<file path="config.mk">
export PLATFORM = sky130hd
export DESIGN_NAME = umi_packet_split
export DESIGN_NICKNAME = d
export VERILOG_FILES = /design/src/rtl/umi_packet_split.sv
export SDC_FILE = /design/constraint.sdc
export NUM_CORES = 1
export LEC_CHECK = 0
export CORE_AREA = 2 2 261 263
export DETAILED_ROUTE_END_ITERATION = 10
export DIE_AREA = 0 0 263 265
export PLACE_DENSITY_LB_ADDON = 0.25
export SYNTH_ARGS = -nofsm -noshare
export SYNTH_HDL_FRONTEND = slang
export SYNTH_SLANG_ARGS = --single-unit
</file>
<file path="constraint.sdc">
create_clock -name clk -period 6.1 [get_ports clk]
set_input_delay 0.915 -clock clk [delete_from_list [all_inputs] [get_ports clk]]
set_output_delay 0.915 -clock clk [all_outputs]
set_load 0.05 [all_outputs]
</file>
<file path="src/rtl/umi_packet_split.sv">
// rtl/umi_packet_split.sv - cuts wide UMI packets into chunks of at most ODW data bits
// Optional split counter: UMI_PACKET_SPLIT_STATS_EN
module umi_packet_split #(
  parameter int CW  = 32,
  parameter int AW  = 64,
  parameter int IDW = 256,
  parameter int ODW = 64
) (
  input  logic           clk,
  input  logic           reset,
  input  logic           umi_in_valid,
  input  logic [CW-1:0]  umi_in_cmd,
  input  logic [AW-1:0]  umi_in_dstaddr,
  input  logic [AW-1:0]  umi_in_srcaddr,
  input  logic [IDW-1:0] umi_in_data,
  output logic           umi_in_ready,
  output logic           umi_out_valid,
  output logic [CW-1:0]  umi_out_cmd,
  output logic [AW-1:0]  umi_out_dstaddr,
  output logic [AW-1:0]  umi_out_srcaddr,
  output logic [ODW-1:0] umi_out_data,
  input  logic           umi_out_ready,
  output logic [15:0]    split_count
);

  localparam int OB     = ODW / 8;
  localparam int RW     = $clog2(IDW / 8) + 1;
  localparam int LOG_OB = $clog2(OB);

  localparam logic [4:0] OP_REQ_WRITE  = 5'h03;
  localparam logic [4:0] OP_REQ_POSTED = 5'h05;
  localparam logic [4:0] OP_RESP_READ  = 5'h02;

  typedef enum logic {IDLE, SEND} state_t;

  state_t         state_q, state_d;
  logic [CW-1:0]  cmd_q, cmd_d;
  logic [AW-1:0]  dst_q, dst_d;
  logic [AW-1:0]  src_q, src_d;
  logic [IDW-1:0] data_q, data_d;
  logic [RW-1:0]  rem_q, rem_d;
  logic           split_q, split_d;

  logic [4:0]     in_opcode;
  logic [2:0]     in_size;
  logic [7:0]     in_len;
  logic [RW-1:0]  in_rem;
  logic           in_split;
  logic [2:0]     size_q;
  logic [RW-1:0]  chunk_bytes;
  logic           last_chunk;
  logic           in_commit;
  logic           out_commit;

  // Command field positions: opcode[4:0], size[7:5], len[15:8], eom[22]
  assign in_opcode = umi_in_cmd[4:0];
  assign in_size   = umi_in_cmd[7:5];
  assign in_len    = umi_in_cmd[15:8];
  assign in_rem    = RW'(({8'd0, in_len} + 16'd1) << in_size);
  assign in_split  = ((in_opcode == OP_REQ_WRITE) || (in_opcode == OP_REQ_POSTED) ||
                      (in_opcode == OP_RESP_READ)) &&
                     (in_size <= 3'(LOG_OB)) && (in_rem > RW'(OB));

  assign size_q      = cmd_q[7:5];
  assign chunk_bytes = (rem_q <= RW'(OB)) ? rem_q : RW'(OB);
  assign last_chunk  = !split_q || (rem_q <= RW'(OB));

  assign umi_out_valid = (state_q == SEND);
  assign out_commit    = umi_out_valid && umi_out_ready;
  assign umi_in_ready  = (state_q == IDLE) || (out_commit && last_chunk);
  assign in_commit     = umi_in_valid && umi_in_ready;

  assign umi_out_dstaddr = dst_q;
  assign umi_out_srcaddr = src_q;

  always_comb begin
    umi_out_cmd = cmd_q;
    if (split_q) begin
      umi_out_cmd[15:8] = 8'(chunk_bytes >> size_q) - 8'd1;
      umi_out_cmd[22]   = cmd_q[22] && last_chunk;
    end
  end

  // Bytes past the end of a short final chunk are zeroed
  always_comb begin
    umi_out_data = data_q[ODW-1:0];
    if (split_q) begin
      for (int i = 0; i < OB; i++) begin
        if (RW'(i) >= chunk_bytes) umi_out_data[8*i +: 8] = 8'h00;
      end
    end
  end

  always_comb begin
    state_d = state_q;
    cmd_d   = cmd_q;
    dst_d   = dst_q;
    src_d   = src_q;
    data_d  = data_q;
    rem_d   = rem_q;
    split_d = split_q;
    if (in_commit) begin
      state_d = SEND;
      cmd_d   = umi_in_cmd;
      dst_d   = umi_in_dstaddr;
      src_d   = umi_in_srcaddr;
      data_d  = umi_in_data;
      rem_d   = in_rem;
      split_d = in_split;
    end else if (out_commit) begin
      if (!last_chunk) begin
        rem_d  = rem_q - RW'(OB);
        data_d = data_q >> ODW;
        dst_d  = dst_q + AW'(OB);
        src_d  = src_q + AW'(OB);
      end else begin
        state_d = IDLE;
      end
    end
  end

  always_ff @(posedge clk) begin
    if (reset) begin
      state_q <= IDLE;
      cmd_q   <= '0;
      dst_q   <= '0;
      src_q   <= '0;
      data_q  <= '0;
      rem_q   <= '0;
      split_q <= 1'b0;
    end else begin
      state_q <= state_d;
      cmd_q   <= cmd_d;
      dst_q   <= dst_d;
      src_q   <= src_d;
      data_q  <= data_d;
      rem_q   <= rem_d;
      split_q <= split_d;
    end
  end

`ifdef UMI_PACKET_SPLIT_STATS_EN
  logic [15:0] cnt_q, cnt_d;

  always_comb begin
    cnt_d = cnt_q;
    if (out_commit && last_chunk && split_q && (cnt_q != 16'hFFFF)) cnt_d = cnt_q + 16'd1;
  end

  always_ff @(posedge clk) begin
    if (reset) cnt_q <= '0;
    else       cnt_q <= cnt_d;
  end

  assign split_count = cnt_q;
`else
  assign split_count = 16'h0;
`endif

endmodule

</file>
Word-level counts from Yosys, hierarchy flattened:

Cells that the tools add are included.

* register bits: 424
* bits in latches: 0
* bits in writable memories: 0
* bits in read-only memories: 0
* input bits: 420
* output and inout bits: 242
* logic and storage cells: 72
* memories kept: 0

* add/subtract/negate cells: 5
* multipliers: 0
* divide/modulo/power cells: 0
* magnitude comparators: 11
* equal/unequal tests: 4
* shift-type cells: 2
* muxes and demuxes: 27
* bitwise operators: 1
* reduce and logical (&&, ||, !) cells: 15

Operators by type and width (number)
* $mux 256: 3
* $mux 64: 7
* $add 64x4->64 const B: 2
* $mux 8: 9
* $ge 3x6->1 const A: 4
* $mux 6: 4
* $ge 1x6->1 const A: 2
* $ge 2x6->1 const A: 2
* $eq 5x2->1 const B: 2
* $add 8x1->9 const B: 1
* $shl 9x3->6: 1
* $shr 6x3->8: 1
* $sub 8x1->8 const B: 1
* $gt 6x4->1 const B: 1
* $le 6x4->1 const B: 1
* $logic_and 1x1->1: 6
* $sub 6x4->6 const B: 1
* $eq 5x3->1 const B: 1
* $logic_or 1x1->1: 4
* $mux 1: 4
* $reduce_and 2->1: 2
* $reduce_bool 2->1: 2
* $le 3x2->1 const B: 1
* $ne 2x1->1 const B: 1
* other kinds (2): 2

Logic depth before layout (Yosys ltp):

Gate-level depths: netlist (run 1).

* depth in word-level cells: 7
* mapped depth: 9
* gate-level depth less buffers: 9

Least setup slack after synthesis (run 1):

OpenSTA, ideal clock, no wires.

* path type: register -> output
* from: register rem_q[3]
* to: output port umi_out_cmd[10]
* arrival: 2455 ps
* data required time: 5185 ps
* setup slack: 2730 ps
* cell stages (with the launch flop): 10
* buffers on the path: 0
* cell sequence: dfxtp_1 nor3_1 nand2_1 mux2i_1 nor2b_1 a21oi_1 ha_1 inv_1 xnor2_1 a21oi_1

* longest elaborated chain between the ends: 5

Ends and longest elaborated chain
* start: declaration: line 41 `logic [RW-1:0] rem_q, rem_d;`
* start signal: assignment: line 137 `rem_q <= rem_d;`
* $le 6x4->1: line 65 `assign chunk_bytes = (rem_q <= RW'(OB)) ? rem_q : RW'(OB);`
* $mux 6 (*): line 65
* $shr 6x3->8 (*): line 79 `umi_out_cmd[15:8] = 8'(chunk_bytes >> size_q) - 8'd1;`
* $sub 8x1->8 (*): line 79
* $mux 8 (*): line 78 `if (split_q) begin`
* end: declaration: line 18 `output logic [CW-1:0] umi_out_cmd,`

Every way passes the cells marked *; elsewhere a longest branch is shown, timed or not.

Worst setup path after layout (run 1):

* from: register rem_q[3]
* to: output port umi_out_data[16]

* longest elaborated chain between the ends: 5

Ends and longest elaborated chain
* $le 6x4->1: line 65
* $mux 6 (*): line 65
* $ge 2x6->1 (*): line 89 `if (RW'(i) >= chunk_bytes) umi_out_data[8*i +: 8] = 8'h00;`
* $mux 8 (*): line 89
* $mux 64 (*): line 87 `if (split_q) begin`
* end: declaration: line 21 `output logic [ODW-1:0] umi_out_data,`

Marked as above.

==> results of run 1 <==
## through the flow
stage	cells	total power (W)
3_3_place_gp	3644	0.004664
5_1_grt	3738	0.008036
3_5_place_dp	3644	0.004687
6_report	3739	0.007741
2_1_floorplan	2344	0.004026
4_1_cts	3732	0.007820
## layout make-up
class | instances | area [um^2] | area share
Timing Repair Buffer | 664 | 6704 | 0.2425
Sequential cell | 424 | 8488 | 0.3070
Clock inverter | 22 | 300.3 | 0.01086
Clock buffer | 66 | 1413 | 0.05110
Antenna cell | 7 | 17.52 | 0.0006336
Inverter | 20 | 75.07 | 0.002715
Tap cell | 873 | 1092 | 0.03951
Multi-Input combinational cell | 1663 | 9557 | 0.3457
## cell usage after synthesis (37+ instances only)
cell type / instances
clkbuf_1: 169
and2_1: 43
nand3_1: 119
o21ai_0: 39
a311oi_1: 65
buf_4: 39
a222oi_1: 145
nor3_1: 52
dfxtp_1: 424
nor2_1: 351
nand4_1: 37
nand2_1: 323
a21oi_1: 140
a211oi_1: 68
xnor2_1: 48
## sequential cells by signal, summed over array words and instances, names as in the netlist
register	cells
cmd_q	32
data_q	256
rem_q	6
split_q	1
umi_out_dstaddr	64
umi_out_srcaddr	64
umi_out_valid	1
## worst min-delay path by stage
stage / slack (ns) / end / cells past startpoint / start
3_5_place_dp: 0.45 / cmd_q[23] / 2 / cmd_q[23]
6_report: 0.45 / cmd_q[23] / 2 / cmd_q[23]
4_1_cts: 0.45 / cmd_q[23] / 2 / cmd_q[23]
5_1_grt: 0.48 / umi_out_dstaddr[2] / 2 / umi_out_dstaddr[2]
3_3_place_gp: 0.44 / umi_out_dstaddr[2] / 2 / umi_out_dstaddr[2]
2_1_floorplan: 0.43 / cmd_q[22] / 2 / cmd_q[22]
## cells in the final DEF (no fill, tap or decap), drive strengths merged, types with 7 or more instances in the layout
cell type,n
nor2,351
conb,16
buf,20
nand4,38
a222oi,145
and2,44
a311oi,65
a211oi,68
inv,22
xor2,28
xnor2,48
and4,11
or3,15
dfxtp,424
and3,13
nand2,324
nor2b,29
o21ai,39
nand3,120
a21oi,140
a221oi,11
nor3,53
clkdlybuf4s50,644
clkbuf,66
diode,7
nor4,29
clkinv,13
## worst min-delay path, cell delays in order (launching register included)
cell and delay, ns:
dfxtp_1 0.31, nand2_1 0.05, a21oi_1 0.05
## where the power goes
group	switching [W]	internal [W]	leakage, nW
Combinational	0.000854	0.000633	5.36
Sequential	0.000177	0.00297	3.50
Clock	0.00126	0.00185	0.842
## metal layers
metal	up-vias	routed length, um	track usage
li1	9417	-	-
met1	9696	31390	0.2528
met2	826	38640	0.3692
met3	140	6425	0.06140
met4	22	1851	0.06193
met5	-	147	0
## cell families after synthesis
family / after synthesis / share of synthesized area
and+or+nand+nor: 1045 / 0.2492
AOI/OAI and AO/OA: 515 / 0.2052
DFF: 424 / 0.4449
buffers and inverters: 257 / 0.05903
xor gates and xnor gates: 76 / 0.03489
muxes: 6 / 0.003214
adders and majority gates: 5 / 0.003279
other: 1 / 0.0001966
==> results_dict.tcl, run 1 <==
set metrics [dict create \
    reg2reg_to "umi_out_srcaddr[63]" \
    netlist-cell-type-count 68 \
    hold_slack_ns 0.4534 \
    synthCells 2329 \
    drt_iter0_markers 2088 \
    reg2reg_slack_ns 2.80 \
    slowest_stage "clkdlybuf4s50_1" \
    clkTransAtPathRegs_ns 0.06 \
    worst_setup_path_start_kind "flip-flop" \
    clock-skew-final_ns 0.01976 \
    timing.rr.start "split_q" \
    dp_hpwl_mm 54.91 \
    slew-limit-headroom 0.2861 \
    rsz0062_at_grt "no" \
    avgViaCountPerCell 5.376 \
    finalHoldViolCount 0 \
    wl_mm 78.45 \
    grt_overflow 0 \
    synth_top_cell_by_area "dfxtp_1" \
    fillers 6640 \
    placed_cell_area_mm2 0.02592 \
    hold_buffers 0 \
    first_pass_iters 10 \
    finalCritPeriodShare 0.8244 \
    endpoint_kind "primary output" \
    die_area_mm2 0.06970 \
    synth_edf_count 0 \
    cp-startpoint "rem_q[3]" \
    numPortBuffers 645 \
    rr_worst_depth 7 \
    yosys_warnings 0 \
    synth_area_leaders "dfxtp_1 (44%), a222oi_1 (7.6%), nor2_1 (6.9%)" \
    min_period_ns 5.029 \
    syn_area_mm2 0.01908 \
    syn_area_per_cell_um2 8.191 \
    grt_pass1_wl_mm 117.6 \
    htree_levels 2 \
    final_area_mm2 0.02765 \
    async_flop_share 0 \
    syn_to_final_growth_pct 44.92 \
    antenna_found_initial 22 \
    clkSinkCount 424 \
    setup_violations 0 \
    nets 3248 \
    rows 95 \
    core-area_mm2 0.06680 \
    maxCapViolations 0 \
    fin_util 0.4139 \
    critPathArrivalTime_ns 4.11 \
    cp_top_family "simple AND/OR/NAND/NOR gates" \
    final_antenna_net_count 0 \
    place.gp.congestion 0.8561 \
    cts_made_buffers 50 \
    die_h_um 265 \
    slew_violations 0 \
    timing_worst_slew_pin_value_ns 1.071 \
    synth_top_area_share 0.4449 \
    die_w_um 263 \
    status "finished clean" \
    path_class "flip-flop to primary output" \
    critical-path-max-stage-delay_ns 0.71 \
    max_freq_mhz 198.9 \
    drc 0 \
    clock-root-buffer "clkbuf_16" \
    wire_per_inst_um 20.98 \
    setup.worst_path.end "umi_out_data[16]" \
    path_depth 7 \
    io_pins 662 \
    p_leak_nw 9.699 \
    pre_cts_slack_ns 1.585 \
    crit_chain "nor3_1 -> and2_1 -> nand2b_1 -> a21oi_1 -> nor2_1 -> and2_1 -> clkdlybuf4s50_1" \
    grt_pass1_vias 19490 \
    crit_buf_inv 1 \
    postCtsSetupRepairBufs 0 \
    cp.required_ns 5.18 \
    dr_total_vias 20100 \
    cts_buffer_depth 3 \
    grt_max_degree 205 \
    floorplan.initialDensity 0.2856 \
    ys.flop_type "dfxtp_1" \
    drive_above_1_share 0.04372 \
    path_max_fanout 12 \
    powerDensity_mw_per_mm2 280.0 \
    synth_seq_area_share 0.4449 \
    synth-seq-cells 424 \
    min_path_type "flip-flop to flip-flop" \
    path_common_cell "and2_1" \
    cts_tree "yes" \
    finalSetupTns_ns 0 \
    insertion_delay_ns 0.59 \
    grt_usage 0.2121 \
    worst_slack_ns 1.071 \
    irDropWorstVdd_v 0.0001949 \
    cts_resized 0 \
]
Note: power is estimated with default switching activity, not from simulation.
==> run 2, diff against run 1 <==
CORE_AREA = 2 2 254 256   (was 2 2 261 263)
DIE_AREA = 0 0 256 258   (was 0 0 263 265)
clock period = 5 ns   (was 6.1 ns; I/O delays follow)
==> run 2 against run 1 <==
- the run now ends with DRC left
- clock skew increased by 0.0039 ns
- clock power is 22% higher
- critical path depth down 2
- hold slack improved by 0.0013 ns
- via count increased by 0.11%
- sequential share of layout area about the same
- design area is essentially flat
- worst setup slack worse by 0.83 ns
- critical endpoint is now umi_out_data[29]
- largest power group unchanged
- highest routed layer unchanged
==> results_dict.tcl, run 2 (same netlist as run 1, synthesis figures left out) <==
set metrics [dict create \
    status "finished, violations left" \
    violations "DRC" \
    hold-path-endpoint "cmd_q[23]" \
    slew_violations 0 \
    max_freq_mhz 210.0 \
    core-area_mm2 0.06365 \
    drive_above_1_share 0.05199 \
    die_h_um 258 \
    antenna_found_initial 29 \
    grt_overflow 0 \
    crit_buf_inv 1 \
    hp-start "cmd_q[23]" \
    reg2reg_to "umi_out_srcaddr[63]" \
    grt_util_met1 0.2636 \
    irDropWorstVdd_v 0.0002305 \
    min_period_ns 4.762 \
    timing_worst_slew_pin_value_ns 0.9647 \
    grt_use_met2 0.3819 \
    path_max_fanout 12 \
    path_common_cell "and2_1" \
    top_usage_layer "met2" \
    cts_tree "yes" \
    grt_usage 0.2238 \
    cp_top_family "simple AND/OR/NAND/NOR gates" \
    hold_depth 2 \
    finalCritPeriodShare 0.9524 \
    finalSetupTns_ns 0 \
    clock-root-buffer "clkbuf_16" \
    powerDensity_mw_per_mm2 341.5 \
    endpoint_kind "primary output" \
    die_w_um 256 \
    dr_total_vias 20120 \
    maxCapViolations 0 \
    slowest_stage "and2_1" \
    htree_levels 2 \
    drc 1 \
    syn_to_final_growth_pct 44.91 \
    wire_per_inst_um 20.83 \
    layout_common_cells "clkdlybuf4s50_1 (620), dfxtp_1 (424), nor2_1 (351)" \
    clkSinkCount 424 \
    setup_violations 0 \
    floorplan.initialDensity 0.2997 \
    wl_mm 77.77 \
    mostFrequentLayoutCell "clkdlybuf4s50_1" \
    grt_max_degree 121 \
    cts_resized 0 \
    first_pass_iters 11 \
    rsz0062_at_grt "no" \
    cts_made_buffers 50 \
    avgViaCountPerCell 5.389 \
    nets 3253 \
    dp_hpwl_mm 54.99 \
    fin_util 0.4343 \
    path_class "flip-flop to primary output" \
    regMostFlops "data_q" \
    p_leak_nw 9.757 \
    cp.required_ns 4.25 \
    rr_worst_depth 6 \
    drt_iter0_markers 1989 \
    hold_buffers 0 \
    place.gp.congestion 0.8715 \
    crit_chain "nor3_1 -> and2_1 -> nand2b_1 -> and2_1 -> clkdlybuf4s50_1" \
    finalHoldViolCount 0 \
    clkTransAtPathRegs_ns 0.06 \
    grt_pass1_vias 19520 \
    io_pins 662 \
    insertion_delay_ns 0.60 \
    worst_slack_ns 0.2378 \
    met3_usage 0.07038 \
    reg2reg_slack_ns 1.61 \
    critical-path-max-stage-delay_ns 0.75 \
    final_antenna_net_count 0 \
    die_area_mm2 0.06605 \
    fillers 6292 \
    rows 93 \
    worst_setup_path_start_kind "flip-flop" \
    timing.rr.start "split_q" \
    pre_cts_slack_ns 0.8713 \
    clock-skew-final_ns 0.02369 \
    slew-limit-headroom 0.3568 \
    cts_buffer_depth 3 \
    critPathArrivalTime_ns 4.01 \
    largest_register_ffs 256 \
    numPortBuffers 645 \
    grt_pass1_wl_mm 117.5 \
    postCtsSetupRepairBufs 0 \
    min_path_type "flip-flop to flip-flop" \
]
[run 2: final cells by class]
cell class / count / area (um^2) / area share
tap: 855 / 1070 / 0.03870
clock buffer: 76 / 1480 / 0.05354
multi-input combinational: 1663 / 9557 / 0.3457
sequential: 424 / 8488 / 0.3071
timing repair buffer: 669 / 6706 / 0.2426
inverter: 20 / 75.07 / 0.002716
clock inverter: 14 / 235.2 / 0.008509
antenna: 13 / 32.53 / 0.001177
[run 2: power by group]
group,switching [W],internal [W],total [W],leakage [nW]
Clock,0.00153,0.00226,0.00378,0.830
Combinational,0.00105,0.000773,0.00182,5.43
Sequential,0.000217,0.00362,0.00384,3.50
Total,0.00279,0.00665,0.00944,9.76
[run 2: worst max-delay path by stage]
stage | endpoint | slack, ns | depth (start not counted) | startpoint
CTS | umi_out_data[29] | 0.21 | 5 | rem_q[3]
global route | umi_out_data[29] | 0.05 | 5 | rem_q[3]
global placement | umi_out_data[30] | 0.82 | 5 | rem_q[3]
detailed placement | umi_out_data[25] | 0.87 | 5 | rem_q[3]
finish | umi_out_data[29] | 0.24 | 5 | rem_q[3]
floorplan | umi_out_cmd[10] | 1.79 | 9 | rem_q[3]
[run 2: routing by layer]
layer	wire length [um]	vias to the layer above	share of wire
met2	37780	790	0.49
met4	2293	32	0.029
met5	205	-	0.0026
met1	30800	9706	0.40
met3	6688	155	0.086
li1	-	9441	-
[run 2: worst register-to-register path, stage by stage (launching register included)]
cell	delay, ns
dfxtp_1	0.68
and3_1	0.27
a21boi_4	0.69
nand4_1	0.67
nor4_1	0.65
xor2_1	0.12
a22o_1	0.20
[run 2: metrics by stage]
| step | cell area [um^2] | std cells | hold slack [ns] | power, W |
|---|---|---|---|---|
| global route | 27640 | 3732 | 0.4668 | 0.009821 |
| global placement | 25900 | 3631 | 0.4413 | 0.005699 |
| floorplan | 19130 | 2344 | 0.4325 | 0.004912 |
| detailed placement | 25900 | 3631 | 0.4457 | 0.005724 |
| CTS | 27610 | 3721 | 0.4558 | 0.009537 |
| finish | 27640 | 3734 | 0.4548 | 0.009441 |
